==> config.mk <==
export PLATFORM = sky130hd
export DESIGN_NAME = calc_stream_controller_flat
export DESIGN_NICKNAME = d
export VERILOG_FILES = /design/src/rtl/calc_stream_controller_pkg.sv /design/src/rtl/calc_stream_controller_if.sv /design/src/rtl/calc_stream_controller_pack_buffer.sv /design/src/rtl/calc_stream_controller.sv /design/src/flat_wrapper.sv
export SDC_FILE = /design/constraint.sdc
export NUM_CORES = 1
export LEC_CHECK = 0
export CAP_MARGIN = 25
export CORE_AREA = 2 2 124 126
export CTS_BUF_LIST = sky130_fd_sc_hd__clkbuf_8
export CTS_CLUSTER_SIZE = 14
export DETAILED_ROUTE_END_ITERATION = 7
export DIE_AREA = 0 0 126 128
export DONT_BUFFER_PORTS = 1
export SYNTH_ARGS = -nofsm -noshare
export SYNTH_HDL_FRONTEND = slang
export SYNTH_SLANG_ARGS = --single-unit
==> constraint.sdc <==
create_clock -name clk_i -period 1.8 [get_ports clk_i]
set_input_delay 0.36 -clock clk_i [delete_from_list [all_inputs] [get_ports clk_i]]
set_output_delay 0.36 -clock clk_i [all_outputs]
set_load 0.05 [all_outputs]
==> src/rtl/calc_stream_controller_pkg.sv <==
// Shared types and defaults for the calculator stream controller.
package calculator_pkg;

    localparam int unsigned DEF_DATA_W = 32;
    localparam int unsigned DEF_ADDR_W = 10;

    typedef enum logic [2:0] {
        S_IDLE  = 3'd0,
        S_READ  = 3'd1,
        S_OP    = 3'd2,
        S_WRITE = 3'd3,
        S_DONE  = 3'd4
    } state_t;

    typedef enum logic [1:0] {
        OP_ADD    = 2'b00,
        OP_SUB    = 2'b01,
        OP_PASS_A = 2'b10,
        OP_PASS_B = 2'b11
    } op_t;

    // Only the arithmetic ops report carry/borrow into the sticky flag.
    function automatic logic is_arith(op_t op);
        return (op == OP_ADD) || (op == OP_SUB);
    endfunction

endpackage

==> src/rtl/calc_stream_controller_if.sv <==
// SRAM read, ALU and SRAM write signals between the controller (master) and its peers (slave).
interface calc_stream_controller_if #(
    parameter int unsigned DATA_W = 32,
    parameter int unsigned ADDR_W = 10,
    parameter int unsigned PACK   = 2
);
    localparam int unsigned MEM_W = DATA_W * PACK;

    logic              read_n_o;
    logic [ADDR_W-1:0] r_addr_o;
    logic [DATA_W-1:0] r_data_a_i;
    logic [DATA_W-1:0] r_data_b_i;
    logic [1:0]        op_sel_o;
    logic [DATA_W-1:0] op_a_o;
    logic [DATA_W-1:0] op_b_o;
    logic [DATA_W-1:0] alu_res_i;
    logic              alu_carry_i;
    logic              write_n_o;
    logic [ADDR_W-1:0] w_addr_o;
    logic [MEM_W-1:0]  w_data_o;

    modport master (
        output read_n_o, r_addr_o,
        input  r_data_a_i, r_data_b_i,
        output op_sel_o, op_a_o, op_b_o,
        input  alu_res_i, alu_carry_i,
        output write_n_o, w_addr_o, w_data_o
    );

    modport slave (
        input  read_n_o, r_addr_o,
        output r_data_a_i, r_data_b_i,
        input  op_sel_o, op_a_o, op_b_o,
        output alu_res_i, alu_carry_i,
        input  write_n_o, w_addr_o, w_data_o
    );

endinterface

==> src/rtl/calc_stream_controller_pack_buffer.sv <==
// Collects PACK result lanes into one memory word; lane 0 occupies the low bits.
module calc_pack_buffer #(
    parameter int unsigned DATA_W = 32,
    parameter int unsigned PACK   = 2
) (
    input  logic                   clk_i,
    input  logic                   rst_i,
    input  logic                   load_i,
    input  logic                   clear_i,
    input  logic [DATA_W-1:0]      data_i,
    output logic [DATA_W*PACK-1:0] word_o,
    output logic                   last_o
);
    localparam int unsigned CNT_W = (PACK > 1) ? $clog2(PACK) : 1;

    logic [DATA_W-1:0] lanes_q [PACK];
    logic [CNT_W-1:0]  cnt_q;

    always_ff @(posedge clk_i or negedge rst_i) begin
        if (!rst_i) begin
            for (int unsigned i = 0; i < PACK; i++) lanes_q[i] <= '0;
            cnt_q <= '0;
        end else if (clear_i) begin
            for (int unsigned i = 0; i < PACK; i++) lanes_q[i] <= '0;
            cnt_q <= '0;
        end else if (load_i) begin
            lanes_q[cnt_q] <= data_i;
            cnt_q          <= cnt_q + CNT_W'(1);
        end
    end

    always_comb begin
        word_o = '0;
        for (int unsigned i = 0; i < PACK; i++) word_o[i*DATA_W +: DATA_W] = lanes_q[i];
    end

    assign last_o = (cnt_q == CNT_W'(PACK - 1));

endmodule

==> src/rtl/calc_stream_controller.sv <==
// Streams operand pairs from SRAM through an external ALU and writes packed results back.
// Optional CALC_SAT_EN: lanes with carry/borrow store saturated values instead of the wrapped result.
module calc_stream_controller
    import calculator_pkg::*;
#(
    parameter int unsigned DATA_W = DEF_DATA_W,
    parameter int unsigned ADDR_W = DEF_ADDR_W,
    parameter int unsigned PACK   = 2
) (
    input  logic              clk_i,
    input  logic              rst_i,
    input  logic              start_i,
    input  logic [1:0]        op_i,
    input  logic [ADDR_W-1:0] read_start_addr_i,
    input  logic [ADDR_W-1:0] read_end_addr_i,
    input  logic [ADDR_W-1:0] write_start_addr_i,
    input  logic [ADDR_W-1:0] write_end_addr_i,
    output logic              busy_o,
    output logic              done_o,
    output logic              err_o,
    output logic              ovf_o,
    calc_stream_controller_if.master bus
);
    localparam int unsigned MEM_W = DATA_W * PACK;

    state_t            state_q, state_d;
    op_t               op_q;
    logic [ADDR_W-1:0] raddr_q, waddr_q, rend_q, wend_q;
    logic              reads_done_q;
    logic              ovf_q;
    logic              err_q;

    logic              ranges_ok;
    logic              accept;
    logic              pack_last;
    logic              pack_clear;
    logic [MEM_W-1:0]  packed_word;
    logic [DATA_W-1:0] lane_data;

    assign ranges_ok  = (read_end_addr_i >= read_start_addr_i) &&
                        (write_end_addr_i >= write_start_addr_i);
    assign accept     = (state_q == S_IDLE) && start_i && ranges_ok;
    assign pack_clear = accept || (state_q == S_WRITE);

    always_ff @(posedge clk_i or negedge rst_i) begin
        if (!rst_i) state_q <= S_IDLE;
        else        state_q <= state_d;
    end

    always_comb begin
        state_d       = state_q;
        busy_o        = 1'b0;
        done_o        = 1'b0;
        bus.read_n_o  = 1'b1;
        bus.write_n_o = 1'b1;
        bus.op_a_o    = '0;
        bus.op_b_o    = '0;
        case (state_q)
            S_IDLE: begin
                if (accept) state_d = S_READ;
            end
            S_READ: begin
                busy_o       = 1'b1;
                bus.read_n_o = 1'b0;
                state_d      = S_OP;
            end
            S_OP: begin
                busy_o     = 1'b1;
                bus.op_a_o = bus.r_data_a_i;
                bus.op_b_o = bus.r_data_b_i;
                // Word closes on a full buffer or on the last read address.
                if (pack_last || (raddr_q == rend_q)) state_d = S_WRITE;
                else                                  state_d = S_READ;
            end
            S_WRITE: begin
                busy_o        = 1'b1;
                bus.write_n_o = 1'b0;
                if ((waddr_q == wend_q) || reads_done_q) state_d = S_DONE;
                else                                     state_d = S_READ;
            end
            S_DONE: begin
                busy_o  = 1'b1;
                done_o  = 1'b1;
                state_d = S_IDLE;
            end
            default: state_d = S_IDLE;
        endcase
    end

    always_comb begin
        lane_data = bus.alu_res_i;
`ifdef CALC_SAT_EN
        if (bus.alu_carry_i) begin
            if (op_q == OP_ADD)      lane_data = '1;
            else if (op_q == OP_SUB) lane_data = '0;
        end
`endif
    end

    always_ff @(posedge clk_i or negedge rst_i) begin
        if (!rst_i) begin
            op_q         <= OP_ADD;
            raddr_q      <= '0;
            waddr_q      <= '0;
            rend_q       <= '0;
            wend_q       <= '0;
            reads_done_q <= 1'b0;
            ovf_q        <= 1'b0;
            err_q        <= 1'b0;
        end else begin
            err_q <= (state_q == S_IDLE) && start_i && !ranges_ok;
            if (accept) begin
                op_q         <= op_t'(op_i);
                raddr_q      <= read_start_addr_i;
                waddr_q      <= write_start_addr_i;
                rend_q       <= read_end_addr_i;
                wend_q       <= write_end_addr_i;
                reads_done_q <= 1'b0;
                ovf_q        <= 1'b0;
            end
            if (state_q == S_OP) begin
                raddr_q <= raddr_q + ADDR_W'(1);
                if (raddr_q == rend_q) reads_done_q <= 1'b1;
                if (is_arith(op_q) && bus.alu_carry_i) ovf_q <= 1'b1;
            end
            if (state_q == S_WRITE) waddr_q <= waddr_q + ADDR_W'(1);
        end
    end

    calc_pack_buffer #(
        .DATA_W (DATA_W),
        .PACK   (PACK)
    ) u_pack (
        .clk_i   (clk_i),
        .rst_i   (rst_i),
        .load_i  (state_q == S_OP),
        .clear_i (pack_clear),
        .data_i  (lane_data),
        .word_o  (packed_word),
        .last_o  (pack_last)
    );

    assign bus.r_addr_o = raddr_q;
    assign bus.w_addr_o = waddr_q;
    assign bus.w_data_o = packed_word;
    assign bus.op_sel_o = op_q;
    assign err_o        = err_q;
    assign ovf_o        = ovf_q;

endmodule

==> src/flat_wrapper.sv <==
// flat-port wrapper written by rule: the top's interface ports become plain ports
module calc_stream_controller_flat import calculator_pkg::*;
#(
    parameter int unsigned DATA_W = DEF_DATA_W,
    parameter int unsigned ADDR_W = DEF_ADDR_W,
    parameter int unsigned PACK   = 2
)
  (clk_i, rst_i, start_i, op_i, read_start_addr_i, read_end_addr_i, write_start_addr_i, write_end_addr_i, busy_o, done_o, err_o, ovf_o, bus_read_n_o, bus_r_addr_o, bus_r_data_a_i, bus_r_data_b_i, bus_op_sel_o, bus_op_a_o, bus_op_b_o, bus_alu_res_i, bus_alu_carry_i, bus_write_n_o, bus_w_addr_o, bus_w_data_o);
  calc_stream_controller_if #(.DATA_W(DATA_W), .ADDR_W(ADDR_W), .PACK(PACK)) bus_i ();
  input  logic clk_i;
  input  logic rst_i;
  input  logic start_i;
  input  logic [1:0] op_i;
  input  logic [ADDR_W-1:0] read_start_addr_i;
  input  logic [ADDR_W-1:0] read_end_addr_i;
  input  logic [ADDR_W-1:0] write_start_addr_i;
  input  logic [ADDR_W-1:0] write_end_addr_i;
  output logic busy_o;
  output logic done_o;
  output logic err_o;
  output logic ovf_o;
  output wire logic [$bits(bus_i.read_n_o)-1:0] bus_read_n_o;
  output wire logic [$bits(bus_i.r_addr_o)-1:0] bus_r_addr_o;
  input wire logic [$bits(bus_i.r_data_a_i)-1:0] bus_r_data_a_i;
  input wire logic [$bits(bus_i.r_data_b_i)-1:0] bus_r_data_b_i;
  output wire logic [$bits(bus_i.op_sel_o)-1:0] bus_op_sel_o;
  output wire logic [$bits(bus_i.op_a_o)-1:0] bus_op_a_o;
  output wire logic [$bits(bus_i.op_b_o)-1:0] bus_op_b_o;
  input wire logic [$bits(bus_i.alu_res_i)-1:0] bus_alu_res_i;
  input wire logic [$bits(bus_i.alu_carry_i)-1:0] bus_alu_carry_i;
  output wire logic [$bits(bus_i.write_n_o)-1:0] bus_write_n_o;
  output wire logic [$bits(bus_i.w_addr_o)-1:0] bus_w_addr_o;
  output wire logic [$bits(bus_i.w_data_o)-1:0] bus_w_data_o;
  assign bus_read_n_o = bus_i.read_n_o;
  assign bus_r_addr_o = bus_i.r_addr_o;
  assign bus_i.r_data_a_i = bus_r_data_a_i;
  assign bus_i.r_data_b_i = bus_r_data_b_i;
  assign bus_op_sel_o = bus_i.op_sel_o;
  assign bus_op_a_o = bus_i.op_a_o;
  assign bus_op_b_o = bus_i.op_b_o;
  assign bus_i.alu_res_i = bus_alu_res_i;
  assign bus_i.alu_carry_i = bus_alu_carry_i;
  assign bus_write_n_o = bus_i.write_n_o;
  assign bus_w_addr_o = bus_i.w_addr_o;
  assign bus_w_data_o = bus_i.w_data_o;
  calc_stream_controller #(.DATA_W(DATA_W), .ADDR_W(ADDR_W), .PACK(PACK)) u_core (.clk_i(clk_i), .rst_i(rst_i), .start_i(start_i), .op_i(op_i), .read_start_addr_i(read_start_addr_i), .read_end_addr_i(read_end_addr_i), .write_start_addr_i(write_start_addr_i), .write_end_addr_i(write_end_addr_i), .busy_o(busy_o), .done_o(done_o), .err_o(err_o), .ovf_o(ovf_o), .bus(bus_i));
endmodule
# Word-level counts from Yosys, hierarchy flattened
# Index checks and enable logic that the tools add are counted.
[word_totals]
regBits = 113
latchBits = 0
ram_bits = 0
mem_bits_ro = 0
input_bits = 142
output_inout_bits = 156
elab_cells = 72
mem_count = 0
[op_classes]
n_addsub = 3
mul = 0
n_div = 0
magnitude_cmp = 4
eq_ne = 8
n_shift = 0
n_mux = 27
n_bitwise = 1
n_reduce_logical = 17
[op_table]
columns = ["operator", "n"]
rows = [
  ["two-way mux 64 bit", 2],
  ["two-way mux 32 bit", 3],
  ["bitwise mux 64 bit", 1],
  ["two-way mux 10 bit", 4],
  ["demux 32 bit (select 1 bit)", 1],
  ["adder 10 x 1 -> 10 bit (second input constant)", 2],
  ["== test 10 bit", 2],
  ["greater-or-equal comparator 10 bit", 2],
  ["two-way mux 1 bit", 12],
  ["case mux 3 bit (4 select lines)", 1],
  ["== test 3 x 2 -> 1 bit (second input constant)", 2],
  ["logical AND 1 bit", 6],
  ["two-way mux 3 bit", 2],
  ["nonzero test 2 bit", 3],
  ["logical OR 1 bit", 4],
  ["OR reduction 4 bit", 1],
  ["== test 3 x 1 -> 1 bit (second input constant)", 1],
  ["== test 3 bit (second input constant)", 1],
  ["logical NOT 3 bit", 1],
  ["== test 2 x 1 -> 1 bit (second input constant)", 1],
  ["greater-or-equal comparator 2 bit (second input constant)", 1],
  ["logical NOT 2 bit", 1],
  ["< comparator 2 x 1 -> 1 bit (second input constant)", 1],
  ["two-way mux 2 bit", 1],
  ["other kinds (4)", 4],
]

# Depth between registers and ports, before layout
[depth]
ltp_word = 8
depth_mapped = 10
ltp_nobuf = 8

# By module
# Synthesis repeated with hierarchy kept, for this count alone.
[unflattened]
cells_unflattened = 610
area_unflattened_um2 = 6457.4
[by_module_without_submodules]
columns = ["mod", "n_inst", "cells_each", "area_each_um2"]
rows = [
  ["calc_stream_controller", 1, 362, 3420.8],
  ["calc_pack_buffer", 1, 248, 3036.7],
]

# Least setup slack after synthesis
# OpenSTA, ideal clock, no wires.
[synth_timing]
kind = "input to register"
start = "input port read_start_addr_i[7]"
end = "register u_core.op_q[0] (netlist: u_core.bus.op_sel_o[0])"
setup_time_ns = 0.125
arrival_ns = 2.110
t_required_ns = 1.675
slack_ns = -0.435
path_stages = 8
cell_sequence = "inv_1 > ha_1 > nand4_1 > or3b_1 > o211a_1 > nor3_4 > buf_6 > mux2_2"
[synth_between]
elab_chain_len = 3
[synth_rtl]
columns = ["item", "line", "text"]
rows = [
  ["from (decl)", "flat_wrapper.sv:14", "input logic [ADDR_W-1:0] read_start_addr_i;"],
  ["greater-or-equal comparator 10 bit", "calc_stream_controller.sv:40", "assign ranges_ok = (read_end_addr_i >= read_start_addr_i) &&"],
  ["logical AND 1 bit", "calc_stream_controller.sv:40", ""],
  ["logical AND 1 bit", "calc_stream_controller.sv:42", "assign accept = (state_q == S_IDLE) && start_i && ranges_ok;"],
  ["to (signal assigned)", "calc_stream_controller.sv:113", "op_q <= op_t'(op_i);"],
  ["to (decl)", "calc_stream_controller.sv:27", "op_t op_q;"],
]
# No other way between the ends.
# A chain may end at the register's enable or synchronous reset.

# Worst setup path in the final report
[layout_timing]
start = "register u_core.state_q[0]"
end = "output port bus_op_b_o[15]"
[layout_between]
elab_chain_len = 2
[layout_rtl]
columns = ["item", "line", "text"]
rows = [
  ["from (decl)", "calc_stream_controller.sv:26", "state_t state_q, state_d;"],
  ["from (signal assigned)", "calc_stream_controller.sv:47", "else state_q <= state_d;"],
  ["== test 3 x 2 -> 1 bit", "calc_stream_controller.sv:58", "case (state_q)"],
  ["two-way mux 32 bit", "calc_stream_controller.sv:58", ""],
  ["to (decl)", "flat_wrapper.sv:28", "output wire logic [$bits(bus_i.op_b_o)-1:0] bus_op_b_o;"],
]
# No other way between the ends.

==> summary.txt <==
Status
  • Status: finished, violations left
  • Failing checks: hold timing, setup timing

Cells and area
  • Area added between synthesis and finish: 43.90%
  • Most common library cell in the layout ignoring fill and taps: sky130_fd_sc_hd__dfrtp_1
  • # nets final: 792
  • Final-layout fill cell count: around 1.2k
  • Area of all placed cells without fillers: about 8300 µm²
  • Final antenna diode count: 0
  • Highest-count cells in the layout ignoring fill and taps: 112 x sky130_fd_sc_hd__dfrtp_1, 76 x sky130_fd_sc_hd__buf_4, 66 x sky130_fd_sc_hd__and2_4
  • Final core occ: 56.04%
  • Share of final-layout standard cells stronger than drive strength 1: between 40% and 50%
  • Post-route non-filler standard cell count: between 800 and 900

Power
  • Part of the power in combinational logic: 47.7%
  • Design internal power: 8.345 mW
  • Maximum resistive drop on vdd: 0.9210 mV
  • Clock network fraction of total power: 12.3%
  • Switch share: approximately 51%
  • Total power per unit cell area: 2061 nW/µm²
  • Sw power: 8.822 mW
  • Sequential Power Share: 40.0%
  • Leakage power summed over all cells: approximately 3.8 nW

Drt
  • Vias per cell: between 5 and 6
  • Detailed-route via count: ~4.8k
  • DRT Wirelength: 19.19 mm
  • Initial drt markers: 244
  • First-pass DRT Iterations: 4
  • Final antenna-violating net count: 0
  • Wirelength per Cell: 23.15 µm
  • Total DRC errors in the routed layout: 0

Clock tree
  • Clk Tree Root Cell: sky130_fd_sc_hd__clkbuf_8
  • CTS tree: yes
  • H-Tree Depth: 4
  • Clock slew seen by the registers of the worst setup and hold paths: 0.08 ns
  • Clock net sink count: 113
  • Clk Latency, worst-skew pair: 0.45 ns
  • Maximum number of buffers from clock root to sink: 2
  • TritonCTS buffer count: 17

STA
  • Max-slew headroom: between 60% and 70%
  • Number of pins exceeding their max-slew limit in the final report: 0
  • Largest clock skew in the final design: 0.01147 ns
  • Slew at the pin with the worst max-slew slack: a little under 0.6 ns
  • Hold Worst Slack: -0.4066 ns
  • Highest Clock Rate: 0.4768 GHz
  • Unrepaired setup endpoints after global routing: true
  • Final worst path period share: 116.5%
  • Final setup vio count: 152
  • Fin worst setup slack: -0.2975 ns
  • Sum of negative setup slack: -21.31 ns
  • Number of hold-slack violations in the final timing report: 113
  • Minimum clock period after layout: ~2.1 ns

Die
  • Horizontal die dimension: 126 µm
  • Number of core rows: between 40 and 50
  • Die height: ~130 µm
  • Initial standard-cell utilization of the core: just under 40%
  • Core outline area: 14860 µm²
  • I/O pin cnt: between 200 and 300
  • Die Footprint: approximately 16000 µm²

Worst setup path
  • Stages on the worst setup path: 6
  • Slowest stage cell, crit path: sky130_fd_sc_hd__dfrtp_1
  • Stage delay of the slowest cell on the critical path: 0.41 ns
  • CP required: 1.44 ns
  • Buffers plus inverters on the worst setup path: 4
  • Max Fanout on Critical Path: 6
  • Setup CP Type: reg -> out
  • Reg2reg path depth: 8
  • CP cell instances: buf_6 -> nor2_4 -> buf_6 -> buf_12 -> clkbuf_16 -> and2_4
  • Cell repeated most along the worst path: sky130_fd_sc_hd__buf_6
  • Worst endpoint data arrival time: 1.74 ns
  • Nature of the critical path startpoint: flop
  • Top cell family by delay on the critical path: buffers and inverters
  • Worst Setup End Kind: output pin

Synthesis
  • Proportion of synthesized flip-flops having asynchronous set or reset: 100.0%
  • Unique masters post-synth: 53
  • Count of state elements after synthesis: 113
  • Syn Nets: 680
  • Seq/Total Area, Yosys: 48.85%
  • Number of warnings issued by yosys: 0
  • Post-synth EDFFs: 0
  • Most used flip-flop cell after synthesis: sky130_fd_sc_hd__dfrtp_1
  • Number of instances in the synthesized netlist: 516
  • Area of the mapped netlist: 5788 µm²
  • Synthesized area per cell: 11.22 µm²

Placement
  • Port Buffers: 0
  • Number of placed cells counting well taps: 745
  • Total half-perimeter wirelength after legalization and detailed placement: 12.81 mm
  • Total cell area at the placement stage: 6878 µm²
  • Placer congestion estimate: 0.8244

Job
  • Maximum Capacitance Violations: 0

Global route
  • Global route total overflow: 0
  • Pin count of the biggest net entering global routing: 114
  • Antenna violations before repair: 0
  • Wire length of the first global-routing pass: roughly 29 mm
  • Number of global-route vias before repair: 5007
  • Total routing usage reported by global routing: a little under a quarter

Hold path
  • Class of the tightest hold or removal check: in -> async
## power by group through the flow
stage,Combinational [mW],Sequential [mW],Clock [mW]
6_report,8.18,6.87,2.12
5_1_grt,8.62,6.97,2.27
4_1_cts,7.88,6.85,2.17
3_5_place_dp,6.52,6.89,0
3_3_place_gp,6.40,6.85,0
2_1_floorplan,4.24,7.37,0
## layout make-up
type | instances | area, µm² | share of cell area (%)
clock inverter | 15 | 116.4 | 1.397
clock buffer | 17 | 234.0 | 2.809
tap | 188 | 235.2 | 2.824
timing repair buffer | 126 | 1443 | 17.32
inverter | 23 | 136.4 | 1.637
sequential | 113 | 2829 | 33.96
multi-input combinational | 347 | 3336 | 40.05
## worst paths after layout
check | start | end | slack [ns]
setup reg to reg | u_core.state_q[0]$_DFFE_PN0P_ | u_core.u_pack.word_o[25]$_DFFE_PN0P_ | -0.14
hold reg to reg | u_core.rend_q[0]$_DFFE_PN0P_ | u_core.rend_q[0]$_DFFE_PN0P_ | 0.54
max in group asynchronous | rst_i | u_core.state_q[1]$_DFFE_PN0P_ | 2.03
min in group clk_i | bus_alu_res_i[13] | u_core.u_pack.word_o[13]$_DFFE_PN0P_ | 0.03
hold / removal | rst_i | u_core.u_pack.word_o[10]$_DFFE_PN0P_ | -0.41
setup / recovery | u_core.state_q[0]$_DFFE_PN0P_ | bus_op_b_o[15] | -0.30
## per-stage QoR
| stage | worst slack (ns) | total power, mW |
|---|---|---|
| after global placement | -0.5190 | 13.25 |
| after global routing | -0.3758 | 17.86 |
| final | -0.2975 | 17.17 |
| after detailed placement | -0.5450 | 13.41 |
| after floorplan | -0.3922 | 11.61 |
| after CTS | -0.3219 | 16.90 |
## cells in the mapped netlist (9+ instances only)
library cell / number / share of area [%]
sky130_fd_sc_hd__buf_2: 11 / 0.95
sky130_fd_sc_hd__mux2_2: 22 / 4.3
sky130_fd_sc_hd__nand4_1: 11 / 1.2
sky130_fd_sc_hd__ha_1: 22 / 4.8
sky130_fd_sc_hd__a22o_1: 64 / 9.7
sky130_fd_sc_hd__dfrtp_1: 113 / 49
sky130_fd_sc_hd__inv_1: 23 / 1.5
sky130_fd_sc_hd__and2_1: 69 / 7.5
sky130_fd_sc_hd__xnor2_1: 10 / 1.5
sky130_fd_sc_hd__clkbuf_1: 17 / 1.1
sky130_fd_sc_hd__xor2_1: 13 / 2.0
sky130_fd_sc_hd__nand2_1: 9 / 0.58
sky130_fd_sc_hd__nor2_1: 24 / 1.6
sky130_fd_sc_hd__a21oi_1: 13 / 1.1
## what timing repair did
action / CTS / global route
endpoints found under the hold margin: 113 / 113
cloned: 9 / 3
endpoints found under the setup margin: 121 / 173
gates resized for setup: 115 / 34
setup buffers: 37 / 11
pin swaps: 76 / 28
## layer usage
layer | GRT usage [%] | vias up | share of wire, %
met5 | 0 | - | 0
met4 | 6.529 | 0 | 1.6
met3 | 7.513 | 24 | 6.9
met2 | 39.85 | 201 | 52
met1 | 28.15 | 2427 | 40
li1 | - | 2103 | -
## registers in the layout (all words and copies together), names as in the netlist
register / cells
u_core.bus.op_sel_o: 2
u_core.bus.w_addr_o: 10
u_core.bus.r_addr_o: 10
u_core.err_o: 1
u_core.wend_q: 10
u_core.u_pack.last_o: 1
u_core.state_q: 3
u_core.ovf_o: 1
u_core.u_pack.word_o: 64
u_core.rend_q: 10
u_core.reads_done_q: 1
## cell families (layout without fill, tap and decap cells)
group / Yosys count / count (layout) / synth area share, %
xor gates and xnor gates: 23 / 23 / 3.480
AOI/OAI and AO/OA: 129 / 129 / 18.50
muxes: 25 / 25 / 4.821
and+or+nand+nor: 147 / 148 / 15.00
buffers and inverters: 57 / 181 / 4.583
adders and majority gates: 22 / 22 / 4.756
DFF: 113 / 113 / 48.85
(Power assumes the default switching activity.)
